==> config.mk <==
export PLATFORM = sky130hd
export DESIGN_NAME = sdram_cmd_sequencer
export DESIGN_NICKNAME = d
export VERILOG_FILES = /design/src/rtl/sdram_cmd_sequencer.sv
export SDC_FILE = /design/constraint.sdc
export NUM_CORES = 1
export LEC_CHECK = 0
export ABC_AREA = 1
export CAP_MARGIN = 20
export CORE_UTILIZATION = 51
export DETAILED_ROUTE_END_ITERATION = 8
export DONT_BUFFER_PORTS = 1
export PLACE_DENSITY = 0.67
export SKIP_CTS_REPAIR_TIMING = 1
export SLEW_MARGIN = 5
export SYNTH_ARGS = -nofsm -noshare
export SYNTH_HDL_FRONTEND = slang
export SYNTH_SLANG_ARGS = --single-unit
==> constraint.sdc <==
create_clock -name CLK -period 2.25 [get_ports CLK]
set_input_delay 0.225 -clock CLK [delete_from_list [all_inputs] [get_ports CLK]]
set_output_delay 0.225 -clock CLK [all_outputs]
set_load 0.01 [all_outputs]
==> src/rtl/sdram_cmd_sequencer.sv <==
// sdram_cmd_sequencer: turns decoded host/init commands into SDRAM command
// pins with tRCD/CL/tRP/tRFC/tMRD spacing, acks and data-path windows.
//
// Ports:
//   CLK, RESET_N               clock, async active-low reset
//   NOP, READA, WRITEA         host command levels (held until ack)
//   REFRESH, PRECHARGE,
//   LOAD_MODE                  single-cycle init strobes
//   SADDR[ASIZE-1:0]           {bank, row, col}
//   REF_REQ, INIT_REQ          refresh request, power-up hold-off
//   CM_ACK, REF_ACK, INIT_ACK  one-cycle acks, coincident with command
//   SA, BA, CS_N, RAS_N,
//   CAS_N, WE_N, CKE, DQM      SDRAM pins (registered)
//   WR_EN, RD_VALID            data-path drive/capture windows
module sdram_cmd_sequencer #(
   parameter int ASIZE   = 22,
   parameter int ROWSIZE = 12,
   parameter int COLSIZE = 8,
   parameter int BL      = 4,
   parameter int CL      = 3,
   parameter int TRCD    = 3,
   parameter int TRP     = 3,
   parameter int TRFC    = 7,
   parameter int TMRD    = 2,
   parameter int TWR     = 2,
   parameter logic [ROWSIZE-1:0] MODE_REG = 12'h032
) (
   input  logic               CLK,
   input  logic               RESET_N,
   input  logic               NOP,
   input  logic               READA,
   input  logic               WRITEA,
   input  logic               REFRESH,
   input  logic               PRECHARGE,
   input  logic               LOAD_MODE,
   input  logic [ASIZE-1:0]   SADDR,
   input  logic               REF_REQ,
   input  logic               INIT_REQ,
   output logic               CM_ACK,
   output logic               REF_ACK,
   output logic               INIT_ACK,
   output logic [ROWSIZE-1:0] SA,
   output logic [1:0]         BA,
   output logic               CS_N,
   output logic               RAS_N,
   output logic               CAS_N,
   output logic               WE_N,
   output logic               CKE,
   output logic [1:0]         DQM,
   output logic               WR_EN,
   output logic               RD_VALID
);

   typedef enum logic [1:0] {
      S_IDLE,
      S_ACT_WAIT,
      S_RW,
      S_BUSY
   } state_t;

   localparam logic [3:0] C_NOP = 4'b0111;
   localparam logic [3:0] C_ACT = 4'b0011;
   localparam logic [3:0] C_RD  = 4'b0101;
   localparam logic [3:0] C_WR  = 4'b0100;
   localparam logic [3:0] C_PRE = 4'b0010;
   localparam logic [3:0] C_REF = 4'b0001;
   localparam logic [3:0] C_LMR = 4'b0000;

   localparam int N_RD = CL + BL + TRP;
   localparam int N_WR = BL + TWR + TRP;

   localparam logic [ROWSIZE-1:0] A10 = ROWSIZE'(1 << 10);

   state_t             state_q;
   logic [7:0]         cnt_q;
   logic [3:0]         cmd_q;
   logic [ROWSIZE-1:0] sa_q;
   logic [ROWSIZE-1:0] rw_sa;
   logic [1:0]         ba_q;
   logic [1:0]         bank_q;
   logic [COLSIZE-1:0] col_q;
   logic               is_rd_q;
   logic               pend_pre_q;
   logic               pend_ref_q;
   logic               pend_lm_q;
   logic               pre_any;
   logic               ref_any;
   logic               lm_any;
   logic               cm_ack_q;
   logic               ref_ack_q;
   logic               init_ack_q;
   logic [1:0]         dqm_q;
   logic               wr_en_q;
   logic               rd_valid_q;
   logic [7:0]         rd_cnt_q;
   logic [7:0]         rd_cnt_d;
   logic [7:0]         wr_cnt_q;
   logic [7:0]         wr_cnt_d;
   logic               unused_nop;

   assign unused_nop = NOP;

   // A strobe arriving on the very edge it can issue counts as pending.
   assign lm_any  = pend_lm_q  | LOAD_MODE;
   assign pre_any = pend_pre_q | PRECHARGE;
   assign ref_any = pend_ref_q | REFRESH;

   assign {CS_N, RAS_N, CAS_N, WE_N} = cmd_q;
   assign SA       = sa_q;
   assign BA       = ba_q;
   assign CKE      = 1'b1;
   assign DQM      = dqm_q;
   assign CM_ACK   = cm_ack_q;
   assign REF_ACK  = ref_ack_q;
   assign INIT_ACK = init_ack_q;
   assign WR_EN    = wr_en_q;
   assign RD_VALID = rd_valid_q;

   // Counter load for a busy span of n cycles until the next command.
   function automatic logic [7:0] bcnt(input int n);
      return 8'(n - 2);
   endfunction

   function automatic state_t bstate(input int n);
      return (n > 1) ? S_BUSY : S_IDLE;
   endfunction

   always_comb begin
      rw_sa = '0;
      rw_sa[10] = 1'b1;
      rw_sa[COLSIZE-1:0] = col_q;
   end

   // Data windows: read counter covers CL latency then BL valid beats.
   always_comb begin
      rd_cnt_d = (rd_cnt_q != '0) ? rd_cnt_q - 8'd1 : '0;
      wr_cnt_d = (wr_cnt_q != '0) ? wr_cnt_q - 8'd1 : '0;
      if (state_q == S_RW) begin
         if (is_rd_q) rd_cnt_d = 8'(CL + BL);
         else         wr_cnt_d = 8'(BL);
      end
   end

   always_ff @(posedge CLK or negedge RESET_N) begin
      if (!RESET_N) begin
         state_q    <= S_IDLE;
         cnt_q      <= '0;
         cmd_q      <= C_NOP;
         sa_q       <= '0;
         ba_q       <= '0;
         bank_q     <= '0;
         col_q      <= '0;
         is_rd_q    <= 1'b0;
         pend_pre_q <= 1'b0;
         pend_ref_q <= 1'b0;
         pend_lm_q  <= 1'b0;
         cm_ack_q   <= 1'b0;
         ref_ack_q  <= 1'b0;
         init_ack_q <= 1'b0;
         dqm_q      <= 2'b11;
         wr_en_q    <= 1'b0;
         rd_valid_q <= 1'b0;
         rd_cnt_q   <= '0;
         wr_cnt_q   <= '0;
      end else begin
         cmd_q      <= C_NOP;
         sa_q       <= '0;
         ba_q       <= '0;
         cm_ack_q   <= 1'b0;
         ref_ack_q  <= 1'b0;
         init_ack_q <= 1'b0;
         dqm_q      <= {2{INIT_REQ}};
         rd_cnt_q   <= rd_cnt_d;
         wr_cnt_q   <= wr_cnt_d;
         wr_en_q    <= (wr_cnt_d != '0);
         rd_valid_q <= (rd_cnt_d != '0) && (rd_cnt_d <= 8'(BL));
         pend_lm_q  <= lm_any;
         pend_pre_q <= pre_any;
         pend_ref_q <= ref_any;
         unique case (state_q)
            S_IDLE: begin
               if (INIT_REQ) begin
                  state_q <= S_IDLE;
               end else if (lm_any) begin
                  cmd_q      <= C_LMR;
                  sa_q       <= MODE_REG;
                  init_ack_q <= 1'b1;
                  pend_lm_q  <= 1'b0;
                  state_q    <= bstate(TMRD);
                  cnt_q      <= bcnt(TMRD);
               end else if (pre_any) begin
                  cmd_q      <= C_PRE;
                  sa_q       <= A10;
                  pend_pre_q <= 1'b0;
                  state_q    <= bstate(TRP);
                  cnt_q      <= bcnt(TRP);
               end else if (ref_any) begin
                  cmd_q      <= C_REF;
                  pend_ref_q <= 1'b0;
                  state_q    <= bstate(TRFC);
                  cnt_q      <= bcnt(TRFC);
               end else if (REF_REQ) begin
                  cmd_q     <= C_REF;
                  ref_ack_q <= 1'b1;
                  state_q   <= bstate(TRFC);
                  cnt_q     <= bcnt(TRFC);
               end else if (READA || WRITEA) begin
                  cmd_q   <= C_ACT;
                  sa_q    <= SADDR[COLSIZE +: ROWSIZE];
                  ba_q    <= SADDR[COLSIZE+ROWSIZE +: 2];
                  bank_q  <= SADDR[COLSIZE+ROWSIZE +: 2];
                  col_q   <= SADDR[COLSIZE-1:0];
                  is_rd_q <= READA;
                  state_q <= (TRCD > 1) ? S_ACT_WAIT : S_RW;
                  cnt_q   <= 8'(TRCD - 2);
               end
            end
            S_ACT_WAIT: begin
               if (cnt_q == '0) state_q <= S_RW;
               else             cnt_q   <= cnt_q - 8'd1;
            end
            S_RW: begin
               cmd_q    <= is_rd_q ? C_RD : C_WR;
               sa_q     <= rw_sa;
               ba_q     <= bank_q;
               cm_ack_q <= 1'b1;
               state_q  <= is_rd_q ? bstate(N_RD) : bstate(N_WR);
               cnt_q    <= is_rd_q ? bcnt(N_RD) : bcnt(N_WR);
            end
            S_BUSY: begin
               if (cnt_q == '0) state_q <= S_IDLE;
               else             cnt_q   <= cnt_q - 8'd1;
            end
            default: state_q <= S_IDLE;
         endcase
      end
   end

endmodule

Word level (Yosys, flattened, before mapping)
Cells that the tools add are included.
{ "classes": {"addsub": 3, "order_cmp": 1, "eq_ne": 9, "mux": 65, "bitwise": 8, "reduce_logical": 12} }
{ "ops": {"columns": ["cell", "n"], "rows": [
  ["$mux W8", 13],
  ["$mux W12", 6],
  ["$reduce_bool A8 Y1", 4],
  ["$mux W2", 14],
  ["$pmux W12 S2", 1],
  ["$pmux W8 S3", 1],
  ["$sub A8 B1 Y8 const B", 3],
  ["$mux W1", 20],
  ["$mux W3", 6],
  ["$le A8 B3 Y1 const B", 1],
  ["$logic_not A8 Y1", 1],
  ["$ne A2 B2 Y1 const B", 4],
  ["$pmux W2 S4", 1],
  ["$pmux W4 S2", 1],
  ["$ne A7 B7 Y1 const B", 1],
  ["$reduce_and A7 Y1", 1],
  ["$ne A6 B6 Y1 const B", 1],
  ["$reduce_and A3 Y1", 2],
  ["$not A1 Y1", 5],
  ["$eq A2 B2 Y1 const B", 2],
  ["$mux W4", 1],
  ["$pmux W2 S2", 1],
  ["$or A1 B1 Y1", 3],
  ["$eq A2 B1 Y1 const B", 1],
  ["4 further kinds", 4]
]} }
{ "word_totals": {"regBits": 64, "in_bits": 32, "output_inout_bits": 26, "wordCells": 117} }

Logic depth before layout (Yosys ltp)
{ "depth": {"ltp_word": 8, "depth_mapped": 12} }

Least setup slack after synthesis
OpenSTA, ideal clock, no wires.
{ "synth_path": {"path_type": "register to register", "start": "register state_q[0]", "end": "register col_q[0]", "arrival_time_ns": 1.522, "t_required_ns": 2.125, "slack_ns": 0.603, "stages_incl_launch_ff": 9, "path_buffers": 2, "period_less_slack_ns": 1.647, "cell_sequence": "dfrtp_1 inv_1 ha_1 buf_2 nand2_1 inv_2 nand4_2 buf_6 mux2_4"} }
{ "synth_between": {"elab_chain_cells": 2} }
{ "synth_lines": {"columns": ["item", "line", "rtl"], "rows": [
  ["start: declaration", "74", "state_t state_q;"],
  ["start signal: assignment", "189", "state_q <= bstate(TMRD);"],
  ["start signal: assignment", "195", "state_q <= bstate(TRP);"],
  ["start signal: assignment", "200", "state_q <= bstate(TRFC);"],
  ["$logic_not A2 Y1", "180", "unique case (state_q)"],
  ["$reduce_and A7 Y1 (no line)", null, null],
  ["end signal: assignment", "212", "col_q <= SADDR[COLSIZE-1:0];"],
  ["end: declaration", "81", "logic [COLSIZE-1:0] col_q;"]
]} }
Every way passes these cells.
A chain may end at the register's enable or synchronous reset.

Final worst setup path
{ "layout_path": {"start": "register state_q[0]", "end": "register col_q[3]"} }
The elaborated chain is that of the path after synthesis.

==> reports/qor.yml <==
logic_synthesis:
  yosysUniqueCellTypes: 32
  synthesis.area_um2: 3090
  yosys-top-cells-area: "dfrtp_1 (48%), nand2_1 (8.4%), inv_1 (7.3%)"
  synth.largest_area_cell: "dfrtp_1"
  synth_common_cells: "nand2_1 (69), inv_1 (60), dfrtp_1 (59)"
  yosysTopAreaCellShare: 0.478
  yosys_warnings: 0
  syn-num-nets: 396
  synth_edf_count: 0
  synth_cells: 355
  ys_ff_latch: 63
  synth-async-reset-ratio: 1.00
  ys.flop_type: "dfrtp_1"
  avgSynthCellArea_um2: 8.71
  synth.most_common_cell: "nand2_1"
  synth-seq-area-share: 0.512
detailed_routing:
  avgRoutedWirePerCell_um: 13.0
  drt.antenna.violating_nets: 0
  drt_iter0_markers: 84
  firstDrtPassIters: 4
  wirelength_um: 5760
  drc: 0
  vias: 2195
  vias_per_cell: 4.93
finish:
  register_area_um2: 1580
  multiInputGateArea_um2: 1210
  drive_above_1_share: 0.107
  diodes: 0
  final_nets: 409
  area_growth_pct: 9.51
  nFillCells: 518
timing:
  finalCritPeriodShare: 0.854
  fin_crit_ns: 1.92
  hold_viol: 0
  whs_ns: 0.0223
  totalNegativeSetupSlack_ns: 0
  maxSlewViolCount: 0
  finalSetupViolCount: 0
  clock_skew_ns: 0.00816
  rsz0062_at_grt: "no"
  fmax_mhz: 521
place:
  gp_congestion: 0.820
  io_buffers: 0
  dp_hpwl_um: 4050
critical_path:
  worst_path_largest_cell_delay_ns: 0.40
  reg2reg_slack_ns: 0.33
  cp_cell_sequence: "inv_1 -> ha_1 -> nand2_1 -> inv_2 -> nand4_2 -> buf_4 -> mux2_4"
  timing.rr.start: "state_q[0]"
  cp.arrival_ns: 2.14
  crit_buf_inv: 3
  worst-path-max-fanout: 20
  required_ns: 2.47
  cp-end-kind: "flop"
  start_kind: "flop"
  regToRegEndpoint: "col_q[3]"
  r2r_cells: 7
  crit_type: "reg2reg"
  critPathTopFamily: "buffers and inverters"
  cp_slowest_cell: "dfrtp_1"
floorplan:
  ios: 58
  coreArea_um2: 5680
  die_x_um: 79.8
  die_h_um: 79.8
  start_util: 0.545
  rows: 27
  die_area_um2: 6380
clock_network:
  clockBufferDepth: 2
  numCtsBuffers: 9
  clkTransAtPathRegs_ns: 0.07
  root_buffer: "clkbuf_8"
  cts_num_sinks: 63
  cts_tree: "built"
  h-tree-depth: 3
  insertion_delay_ns: 0.34
global_routing:
  grt_antenna_before_repair: 0
  grtUsageTotal: 0.214
  gr-usage-met3: 0.0709
  grt_use_met2: 0.309
  top_usage_layer: "met2"
  overflow: 0
  grt_pass1_vias: 2211
  grt_pass1_wl_um: 10100
  gr-usage-met1: 0.284
  grt_max_degree: 64
pwr:
  switchingPower_w: 0.000455
  ir_worst_vdd_mv: 0.369
  p_seq_frac: 0.569
  p_leak_nw: 1.92
  p_clk_frac: 0.410
  power_density_nw_per_um2: 590
  swShare: 0.228
  p_int_w: 0.00154
  pwr-share-comb: 0.022
worst_hold_path:
  hold_path.class: "in2reg"
  min_from: "SADDR[11]"
  worstHoldEndpoint: "SA[3]"
  holdPathStages: 2
status:
  status: "finished clean"
job:
  maxCapViolCount: 0
==> how the worst max path moves through the flow <==
stage / start / endpoint / slack [ns] / cells after the start
3_3_place_gp: state_q[0] / col_q[0] / 0.40 / 7
6_report: state_q[0] / col_q[3] / 0.33 / 7
3_5_place_dp: state_q[0] / col_q[3] / 0.36 / 7
5_1_grt: state_q[0] / col_q[5] / 0.17 / 7
4_1_cts: state_q[0] / col_q[3] / 0.35 / 7
2_1_floorplan: state_q[0] / col_q[0] / 0.60 / 8
==> state kept, by name, indices dropped and copies added (netlist names), 2 cells and up <==
name / cells
col_q: 8
SA: 12
cmd_q: 3
rd_cnt_q: 8
wr_cnt_q: 8
state_q: 2
BA: 2
bank_q: 2
cnt_q: 8
==> per-stage QoR <==
step / utilization / instances / setup WS (ns) / cell area, um2 / power (W)
after global placement: 0.555 / 423 / 0.404 / 3150 / 0.00117
final: 0.596 / 445 / 0.329 / 3380 / 0.00200
after CTS: 0.583 / 439 / 0.349 / 3310 / 0.00199
after detailed placement: 0.555 / 423 / 0.360 / 3150 / 0.00117
after global routing: 0.596 / 445 / 0.171 / 3380 / 0.00209
after floorplan: - / 355 / 0.603 / 3090 / 0.00117
==> worst register-to-register path, stage by stage (launching register included) <==
cell and delay, ns:
dfrtp_1 0.40, inv_1 0.13, ha_1 0.34, nand2_1 0.16, inv_2 0.13, nand4_2 0.09
buf_4 0.23, mux2_4 0.32
==> metal layers <==
metal | share of wire | wire, um
met1 | 0.48 | 2770
met2 | 0.44 | 2510
met3 | 0.061 | 350
met4 | 0.023 | 135
met5 | 0 | 0
==> kinds of logic (layout without fill, tap and decap cells) <==
family | Yosys count | after routing | synth area share
adders and majority gates | 9 | 9 | 0.0364
other | 2 | 2 | 0.00243
and+or+nand+nor | 146 | 146 | 0.200
DFF | 63 | 63 | 0.512
muxes | 9 | 9 | 0.0437
AOI/OAI and AO/OA | 47 | 47 | 0.0842
xor gates and xnor gates | 9 | 9 | 0.0255
buffers and inverters | 70 | 88 | 0.0964
==> cell usage in the layout, fill, tap and decap left out <==
| cell type | count |
|---|---|
| o211ai_1 | 2 |
| a21oi_1 | 11 |
| dfrtp_1 | 59 |
| xnor2_1 | 2 |
| ha_1 | 9 |
| dfstp_2 | 4 |
| nand3_1 | 20 |
| nand3_2 | 1 |
| clkbuf_8 | 9 |
| o2111ai_1 | 1 |
| clkinv_2 | 3 |
| buf_16 | 1 |
| inv_1 | 60 |
| nor2_2 | 1 |
| nand4_1 | 3 |
| buf_4 | 5 |
| clkbuf_1 | 3 |
| o22ai_1 | 1 |
| o21ai_0 | 23 |
| nand2_1 | 69 |
| o21bai_1 | 2 |
| nor3_1 | 1 |
| nor2_1 | 47 |
| conb_1 | 2 |
| o31ai_1 | 1 |
| o21ai_1 | 4 |
| nor2_4 | 2 |
| or2_1 | 1 |
| inv_2 | 1 |
| clkinvlp_4 | 1 |
| xor2_1 | 7 |
| o21ai_2 | 2 |
| mux2_4 | 9 |
| nand4_2 | 1 |
| dlygate4sd3_1 | 5 |
==> power by group through the flow <==
stage	clock network (W)	registers [W]	logic, W
floorplan	0	0.00116	0.0000129
global placement	0	0.00116	0.00000936
detailed placement	0	0.00116	0.00000973
CTS	0.000842	0.00114	0.00000975
global route	0.000902	0.00113	0.0000502
finish	0.000818	0.00114	0.0000431
==> layout make-up <==
cell class / instances / share of cell area
Timing Repair Buffer: 11 / 0.0340
Tap cell: 72 / 0.0266
Inverter: 61 / 0.0677
Clock inverter: 4 / 0.00665
Clock buffer: 12 / 0.0399
Sequential cell: 63 / 0.467
Multi-Input combinational cell: 222 / 0.358
Note: power is estimated with default switching activity, not from simulation.
